--- src/rtl/xm_uart_tx_arb_if.sv ---
// ============================================================================
//  Module      : xm_uart_tx_arb_if
//  Description : Bundle of the requester-side and transmitter-side signals
//                of the xm_uart_tx_arb arbiter/sequencer.
//                  req       [3:0]  per-requester level request
//                  req_data  [31:0] packed request bytes, byte i = [8i+7:8i]
//                  baud_cfg  [2:0]  baud selection, sampled at grant
//                  tx_done          one-cycle completion pulse from the UART
//                  gnt       [3:0]  one-hot grant pulse
//                  done      [3:0]  one-hot completion pulse
//                  err              watchdog abort pulse
//                  busy             high whenever the arbiter is not idle
//                  send_en          one-cycle start pulse to the UART
//                  data_byte [7:0]  byte to the UART, held for the frame
//                  baud_set  [2:0]  baud code to the UART, latched at grant
//                master modport: requesters + transmitter side (drives inputs)
//                slave  modport: the arbiter itself
//  Revision    : 1.0 - initial release
// ============================================================================
`default_nettype none

interface xm_uart_tx_arb_if;
    logic [3:0]  req;
    logic [31:0] req_data;
    logic [2:0]  baud_cfg;
    logic        tx_done;
    logic [3:0]  gnt;
    logic [3:0]  done;
    logic        err;
    logic        busy;
    logic        send_en;
    logic [7:0]  data_byte;
    logic [2:0]  baud_set;

    modport master (
        output req, req_data, baud_cfg, tx_done,
        input  gnt, done, err, busy, send_en, data_byte, baud_set
    );

    modport slave (
        input  req, req_data, baud_cfg, tx_done,
        output gnt, done, err, busy, send_en, data_byte, baud_set
    );
endinterface

`default_nettype wire

--- src/rtl/xm_uart_tx_arb.sv ---
// ============================================================================
//  Module      : xm_uart_tx_arb
//  Description : Four-port round-robin arbiter and frame sequencer in front
//                of the xm_uart_tx transmitter. Picks one requester, latches
//                its byte and the baud code, pulses send_en, holds data_byte
//                stable for the whole frame, waits for tx_done and reports
//                done (or err on watchdog expiry) to the winner.
//  Ports       : clk  - system clock
//                rst  - asynchronous, active-low reset
//                bus  - xm_uart_tx_arb_if.slave (requests, grants,
//                       completions, transmitter handshake)
//  Parameters  : N_REQ   - number of requesters (fixed at 4, 2-bit pointer)
//                TIMEOUT - WAIT cycles allowed before abort
//  Revision    : 1.0 - initial release
// ============================================================================
`default_nettype none

module xm_uart_tx_arb #(
    parameter int          N_REQ   = 4,
    parameter logic [15:0] TIMEOUT = 16'd65535
) (
    input  wire logic          clk,
    input  wire logic          rst,
    xm_uart_tx_arb_if.slave    bus
);

    localparam int c_PTR_W = $clog2(N_REQ);

    typedef enum logic [1:0] {
        S_IDLE = 2'd0,
        S_SEND = 2'd1,
        S_WAIT = 2'd2,
        S_GAP  = 2'd3
    } state_t;

    state_t               r_state;
    logic [c_PTR_W-1:0]   r_ptr;
    logic [c_PTR_W-1:0]   r_owner;
    logic [15:0]          r_wdog;

    logic [3:0]           r_gnt;
    logic [3:0]           r_done;
    logic                 r_err;
    logic                 r_busy;
    logic                 r_send_en;
    logic [7:0]           r_data_byte;
    logic [2:0]           r_baud_set;

    logic [c_PTR_W-1:0]   w_idx;
    logic [c_PTR_W-1:0]   w_winner;
    logic                 w_found;

    // ------------------------------------------------------------------
    // Round-robin pick: first set request bit scanning ptr, ptr+1, ...
    // The pointer is exactly log2(N_REQ) bits wide, so the modulo wrap
    // falls out of the natural overflow of the addition.
    // ------------------------------------------------------------------
    always_comb begin
        w_idx    = r_ptr;
        w_winner = r_ptr;
        w_found  = 1'b0;
        for (int k = 0; k < N_REQ; k++) begin
            w_idx = r_ptr + c_PTR_W'(k);
            if (!w_found && bus.req[w_idx]) begin
                w_winner = w_idx;
                w_found  = 1'b1;
            end
        end
    end

    // ------------------------------------------------------------------
    // Sequencer. Every output is a register; the pulses (gnt, send_en,
    // done, err) default low and are raised on the transition into the
    // state in which they must be visible.
    // ------------------------------------------------------------------
    always_ff @(posedge clk or negedge rst) begin
        if (!rst) begin
            r_state     <= S_IDLE;
            r_ptr       <= '0;
            r_owner     <= '0;
            r_wdog      <= 16'd0;
            r_gnt       <= 4'd0;
            r_done      <= 4'd0;
            r_err       <= 1'b0;
            r_busy      <= 1'b0;
            r_send_en   <= 1'b0;
            r_data_byte <= 8'd0;
            r_baud_set  <= 3'd0;
        end else begin
            r_gnt     <= 4'd0;
            r_done    <= 4'd0;
            r_err     <= 1'b0;
            r_send_en <= 1'b0;

            case (r_state)
                S_IDLE: begin
                    if (w_found) begin
                        // data_byte/baud_set only ever change here: the UART
                        // reads data_byte live for the whole frame.
                        r_owner     <= w_winner;
                        r_data_byte <= bus.req_data[{w_winner, 3'b000} +: 8];
                        r_baud_set  <= bus.baud_cfg;
                        r_gnt       <= 4'b0001 << w_winner;
                        r_send_en   <= 1'b1;
                        r_busy      <= 1'b1;
                        r_state     <= S_SEND;
                    end
                end

                S_SEND: begin
                    // Clearing here makes the count 0 in the first WAIT cycle.
                    r_wdog  <= 16'd0;
                    r_ptr   <= r_owner + c_PTR_W'(1);
                    r_state <= S_WAIT;
                end

                S_WAIT: begin
                    // tx_done takes priority over a simultaneous expiry.
                    if (bus.tx_done) begin
                        r_done  <= 4'b0001 << r_owner;
                        r_state <= S_GAP;
                    end else if (r_wdog == TIMEOUT) begin
                        r_err   <= 1'b1;
                        r_state <= S_GAP;
                    end else begin
                        r_wdog  <= r_wdog + 16'd1;
                    end
                end

                S_GAP: begin
                    // One idle cycle so the UART can drop its busy flag
                    // before the next send_en.
                    r_busy  <= 1'b0;
                    r_state <= S_IDLE;
                end

                default: begin
                    r_busy  <= 1'b0;
                    r_state <= S_IDLE;
                end
            endcase
        end
    end

    assign bus.gnt       = r_gnt;
    assign bus.done      = r_done;
    assign bus.err       = r_err;
    assign bus.busy      = r_busy;
    assign bus.send_en   = r_send_en;
    assign bus.data_byte = r_data_byte;
    assign bus.baud_set  = r_baud_set;

endmodule

`default_nettype wire

--- src/flat_wrapper.sv ---
// flat-port wrapper written by rule: the top's interface ports become plain ports
module xm_uart_tx_arb_flat 
#(
    parameter int          N_REQ   = 4,
    parameter logic [15:0] TIMEOUT = 16'd65535
)
  (clk, rst, bus_req, bus_req_data, bus_baud_cfg, bus_tx_done, bus_gnt, bus_done, bus_err, bus_busy, bus_send_en, bus_data_byte, bus_baud_set);
  xm_uart_tx_arb_if bus_i ();
  input  wire logic clk;
  input  wire logic rst;
  input wire logic [$bits(bus_i.req)-1:0] bus_req;
  input wire logic [$bits(bus_i.req_data)-1:0] bus_req_data;
  input wire logic [$bits(bus_i.baud_cfg)-1:0] bus_baud_cfg;
  input wire logic [$bits(bus_i.tx_done)-1:0] bus_tx_done;
  output wire logic [$bits(bus_i.gnt)-1:0] bus_gnt;
  output wire logic [$bits(bus_i.done)-1:0] bus_done;
  output wire logic [$bits(bus_i.err)-1:0] bus_err;
  output wire logic [$bits(bus_i.busy)-1:0] bus_busy;
  output wire logic [$bits(bus_i.send_en)-1:0] bus_send_en;
  output wire logic [$bits(bus_i.data_byte)-1:0] bus_data_byte;
  output wire logic [$bits(bus_i.baud_set)-1:0] bus_baud_set;
  assign bus_i.req = bus_req;
  assign bus_i.req_data = bus_req_data;
  assign bus_i.baud_cfg = bus_baud_cfg;
  assign bus_i.tx_done = bus_tx_done;
  assign bus_gnt = bus_i.gnt;
  assign bus_done = bus_i.done;
  assign bus_err = bus_i.err;
  assign bus_busy = bus_i.busy;
  assign bus_send_en = bus_i.send_en;
  assign bus_data_byte = bus_i.data_byte;
  assign bus_baud_set = bus_i.baud_set;
  xm_uart_tx_arb #(.N_REQ(N_REQ), .TIMEOUT(TIMEOUT)) u_core (.clk(clk), .rst(rst), .bus(bus_i));
endmodule
--- config.mk ---
export PLATFORM = sky130hd
export DESIGN_NAME = xm_uart_tx_arb_flat
export DESIGN_NICKNAME = d
export VERILOG_FILES = /design/src/rtl/xm_uart_tx_arb_if.sv /design/src/rtl/xm_uart_tx_arb.sv /design/src/flat_wrapper.sv
export SDC_FILE = /design/constraint.sdc
export NUM_CORES = 1
export LEC_CHECK = 0
export ABC_AREA = 0
export CORE_MARGIN = 4
export CORE_UTILIZATION = 25
export CTS_BUF_LIST = sky130_fd_sc_hd__clkbuf_16
export DETAILED_ROUTE_END_ITERATION = 8
export GPL_ROUTABILITY_DRIVEN = 0
export PLACE_DENSITY_LB_ADDON = 0.08
export SYNTH_ARGS = -nofsm -noshare
export SYNTH_HDL_FRONTEND = slang
export SYNTH_SLANG_ARGS = --single-unit
--- constraint.sdc ---
create_clock -name clk -period 6.4 [get_ports clk]
set_clock_uncertainty 0.2 [all_clocks]
set_input_delay 0.96 -clock clk [delete_from_list [all_inputs] [get_ports clk]]
set_output_delay 0.96 -clock clk [all_outputs]
set_load 0.01 [all_outputs]
==> flow_summary.json <==
{
  "die_area_um2": 11240,
  "syn_nets": 281,
  "cts_made_buffers": 5,
  "arrival_ns": 2.81,
  "power.share.clock": 0.213,
  "die_x_um": 106,
  "htreeDepth": 2,
  "ys_seq_area_frac": 0.4586,
  "antenna_found_initial": 0,
  "ys_types": 46,
  "setup_violations": 0,
  "rsz0062_at_grt": "no",
  "avgSynthCellArea_um2": 10.48,
  "path_max_fanout": 8,
  "synthCells": 229,
  "hpwlAfterDp_um": 4255,
  "p_switching_w": 0.0004349,
  "syn_to_final_growth_pct": 36.95,
  "vias": 1872,
  "path_clk_slew_ns": 0.07,
  "ant_nets": 0,
  "timing.setup.tns_ns": 0,
  "drtIter0Drc": 55,
  "period_needed_ns": 2.880,
  "worstSkewPairLatency_ns": 0.28,
  "intPower_w": 0.0007488,
  "die_h_um": 106,
  "p_seq_frac": 0.345,
  "cts_root_buffer": "clkbuf_16",
  "worst_pin_slew_ns": 1.039,
  "wl_per_cell_um": 14.28,
  "placed_cell_area_um2": 3151,
  "synth-seq-cells": 44,
  "cp_common_cell": "a21oi_1",
  "end_kind": "flop",
  "cts_tree": "done",
  "hold_class": "flop to flop",
  "grt_pass1_wl_um": 10300,
  "synth_area_um2": 2401,
  "clockBufferDepth": 2,
  "peakVddDrop_uv": 111.6,
  "required_ns": 6.33,
  "final_nets": 344,
  "dr.pass1.iters": 4,
  "max_stage_delay_ns": 0.68,
  "cap_violations": 0,
  "n_antenna_cell": 0,
  "drive_gt1_frac": 0.1027,
  "final_common_cell": "clkdlybuf4s50_1",
  "final_util": 0.3542,
  "switching_share": 0.3674,
  "hold_violations": 0,
  "viasPerCell": 4.447,
  "cp_cell_sequence": "clkdlybuf4s50_1 > nor2b_1 > a21oi_1 > a21oi_1 > nor2_1 > a221oi_2",
  "fillCellCount": 978,
  "drv_slew": 0,
  "p_comb_frac": 0.442,
  "ios": 64,
  "clock.fmax_ghz": 0.3472,
  "post_cts_buffers": 0,
  "hold_buffers": 0,
  "synth-edff-count": 0,
  "power_density_nw_per_um2": 360.0,
  "cts.repair.resized": 0,
  "final_cell_mix": "clkdlybuf4s50_1, dfrtp_1, nand2_1",
  "grt_start_max_net_pins": 45,
  "wirelength_um": 6012,
  "io_buffer_count": 63,
  "drcViolationCount": 0,
  "grt_pass1_vias": 2063,
  "slew_headroom": 0.3074,
  "cts_sinks": 44,
  "critPathKind": "input port to flop",
  "final_area_um2": 3288,
  "initial_utilization": 0.2586,
  "crit_buf_inv": 1,
  "yosysWarnings": 0,
  "grt_util_all_layers": 0.1141,
  "synthArstFlopShare": 1.000,
  "outcome": "completed",
  "finalCritPeriodShare": 0.4501,
  "std_cell_rows": 35,
  "cp_top_family": "simple AND/OR/NAND/NOR gates",
  "cp_slowest_cell": "nor2_1",
  "hold_slack_ns": 0.2808,
  "leakagePower_nw": 1.424,
  "overflow": 0,
  "critPathLaunchType": "input port",
  "fp.coreArea_um2": 9284,
  "synthFlopType": "dfrtp_1"
}
-- power by group through the flow --
| stage | registers (W) | logic, W | clock network [W] |
|---|---|---|---|
| 3_3_place_gp | 0.000415 | 0.000530 | 0 |
| 5_1_grt | 0.000423 | 0.000588 | 0.000268 |
| 6_report | 0.000409 | 0.000523 | 0.000252 |
| 4_1_cts | 0.000410 | 0.000537 | 0.000259 |
| 3_5_place_dp | 0.000412 | 0.000535 | 0 |
| 2_1_floorplan | 0.000427 | 0.000304 | 0 |
-- synthesized netlist by cell type, types with 2 or more instances --
| cell | count | area [um^2] |
|---|---|---|
| o22ai_1 | 3 | 18.77 |
| nor2b_1 | 6 | 37.54 |
| nand3_1 | 4 | 20.02 |
| buf_2 | 3 | 15.01 |
| mux2i_1 | 19 | 190.2 |
| a211oi_1 | 6 | 45.04 |
| nor3_1 | 4 | 20.02 |
| ha_1 | 10 | 125.1 |
| clkbuf_1 | 2 | 7.510 |
| nor2_1 | 22 | 82.58 |
| a31oi_1 | 2 | 12.51 |
| nor4_1 | 2 | 12.51 |
| and3_1 | 7 | 43.79 |
| dfrtp_1 | 44 | 1101 |
| nand2_1 | 30 | 112.6 |
| o21ai_0 | 3 | 15.01 |
| a2111oi_2 | 2 | 30.03 |
| o21ai_1 | 3 | 15.01 |
| o211ai_1 | 2 | 15.01 |
| inv_1 | 8 | 30.03 |
| a21oi_1 | 8 | 40.04 |
| a221oi_2 | 8 | 120.1 |
| xnor2_1 | 8 | 70.07 |
-- tightest hold or removal path, delay by kind of cell (launching register included) --
kind	cells	cell delay [ns]
AND/OR/NAND/NOR	2	0.10
flip-flops	1	0.35
-- routing by layer --
layer  vias to the layer above  track usage  wire, um
met3                         6      0.04432       573
met4                         0      0.03608        62
met5                         -            0         0
met2                        66       0.1740      2521
li1                        941            -         -
met1                       859       0.1487      2855
-- flip-flops by register name, summed over array words and instances (netlist names) --
signal                flops
u_core.r_wdog            16
u_core.bus.data_byte      8
u_core.bus.done           4
u_core.bus.gnt            4
u_core.bus.baud_set       3
u_core.r_owner            2
u_core.r_ptr              2
u_core.r_state            2
u_core.bus.busy           1
u_core.bus.err            1
u_core.bus.send_en        1
-- final timing paths --
| kind | start | to | slack (ns) | depth (start not counted) |
|---|---|---|---|---|
| worst max-delay path | bus_req[3] | u_core.bus.data_byte[5]$_DFFE_PN0P_ | 3.52 | 6 |
| min in group asynchronous | rst | u_core.r_state[0]$_DFFE_PN0P_ | 0.66 | 1 |
| worst max register to register | u_core.r_state[0]$_DFFE_PN0P_ | u_core.r_wdog[15]$_DFFE_PN0P_ | 4.04 | 7 |
| worst min register to register | u_core.bus.baud_set[1]$_DFFE_PN0P_ | u_core.bus.baud_set[1]$_DFFE_PN0P_ | 0.28 | 2 |
| worst min-delay path | u_core.bus.baud_set[1]$_DFFE_PN0P_ | u_core.bus.baud_set[1]$_DFFE_PN0P_ | 0.28 | 2 |
| max in group asynchronous | rst | u_core.r_wdog[15]$_DFFE_PN0P_ | 4.70 | 1 |
-- layout make-up --
class                   count  area (um^2)  area share
multi-input cells         168         1219      0.3706
clock inverters             2        12.51    0.003805
repair buffers             64        633.1      0.1925
clock buffers               5        125.1     0.03805
well taps                 129        161.4     0.04909
inverters                   9        36.28     0.01104
flip-flops and latches     44         1101      0.3349
-- cells by family (layout without fill, tap and decap cells) --
group	count (synthesis)	in the layout	share of synthesized area
adder cells (fa/ha/maj)	10	10	0.05211
AND/OR/NAND/NOR	87	87	0.1855
XOR/XNOR	8	8	0.02918
flip-flops	44	44	0.4586
buffers and inverters	17	80	0.03387
AO/OA/AOI/OAI	43	43	0.1568
multiplexers	20	20	0.08390
-- metrics by stage --
stage	worst slack, ns	power, W	std cells
2_1_floorplan	3.928	0.0007316	229
3_3_place_gp	3.252	0.0009446	414
3_5_place_dp	3.210	0.0009468	414
4_1_cts	3.520	0.001207	421
5_1_grt	3.353	0.001279	421
6_report	3.520	0.001184	421
Note: power is estimated with default switching activity, not from simulation.
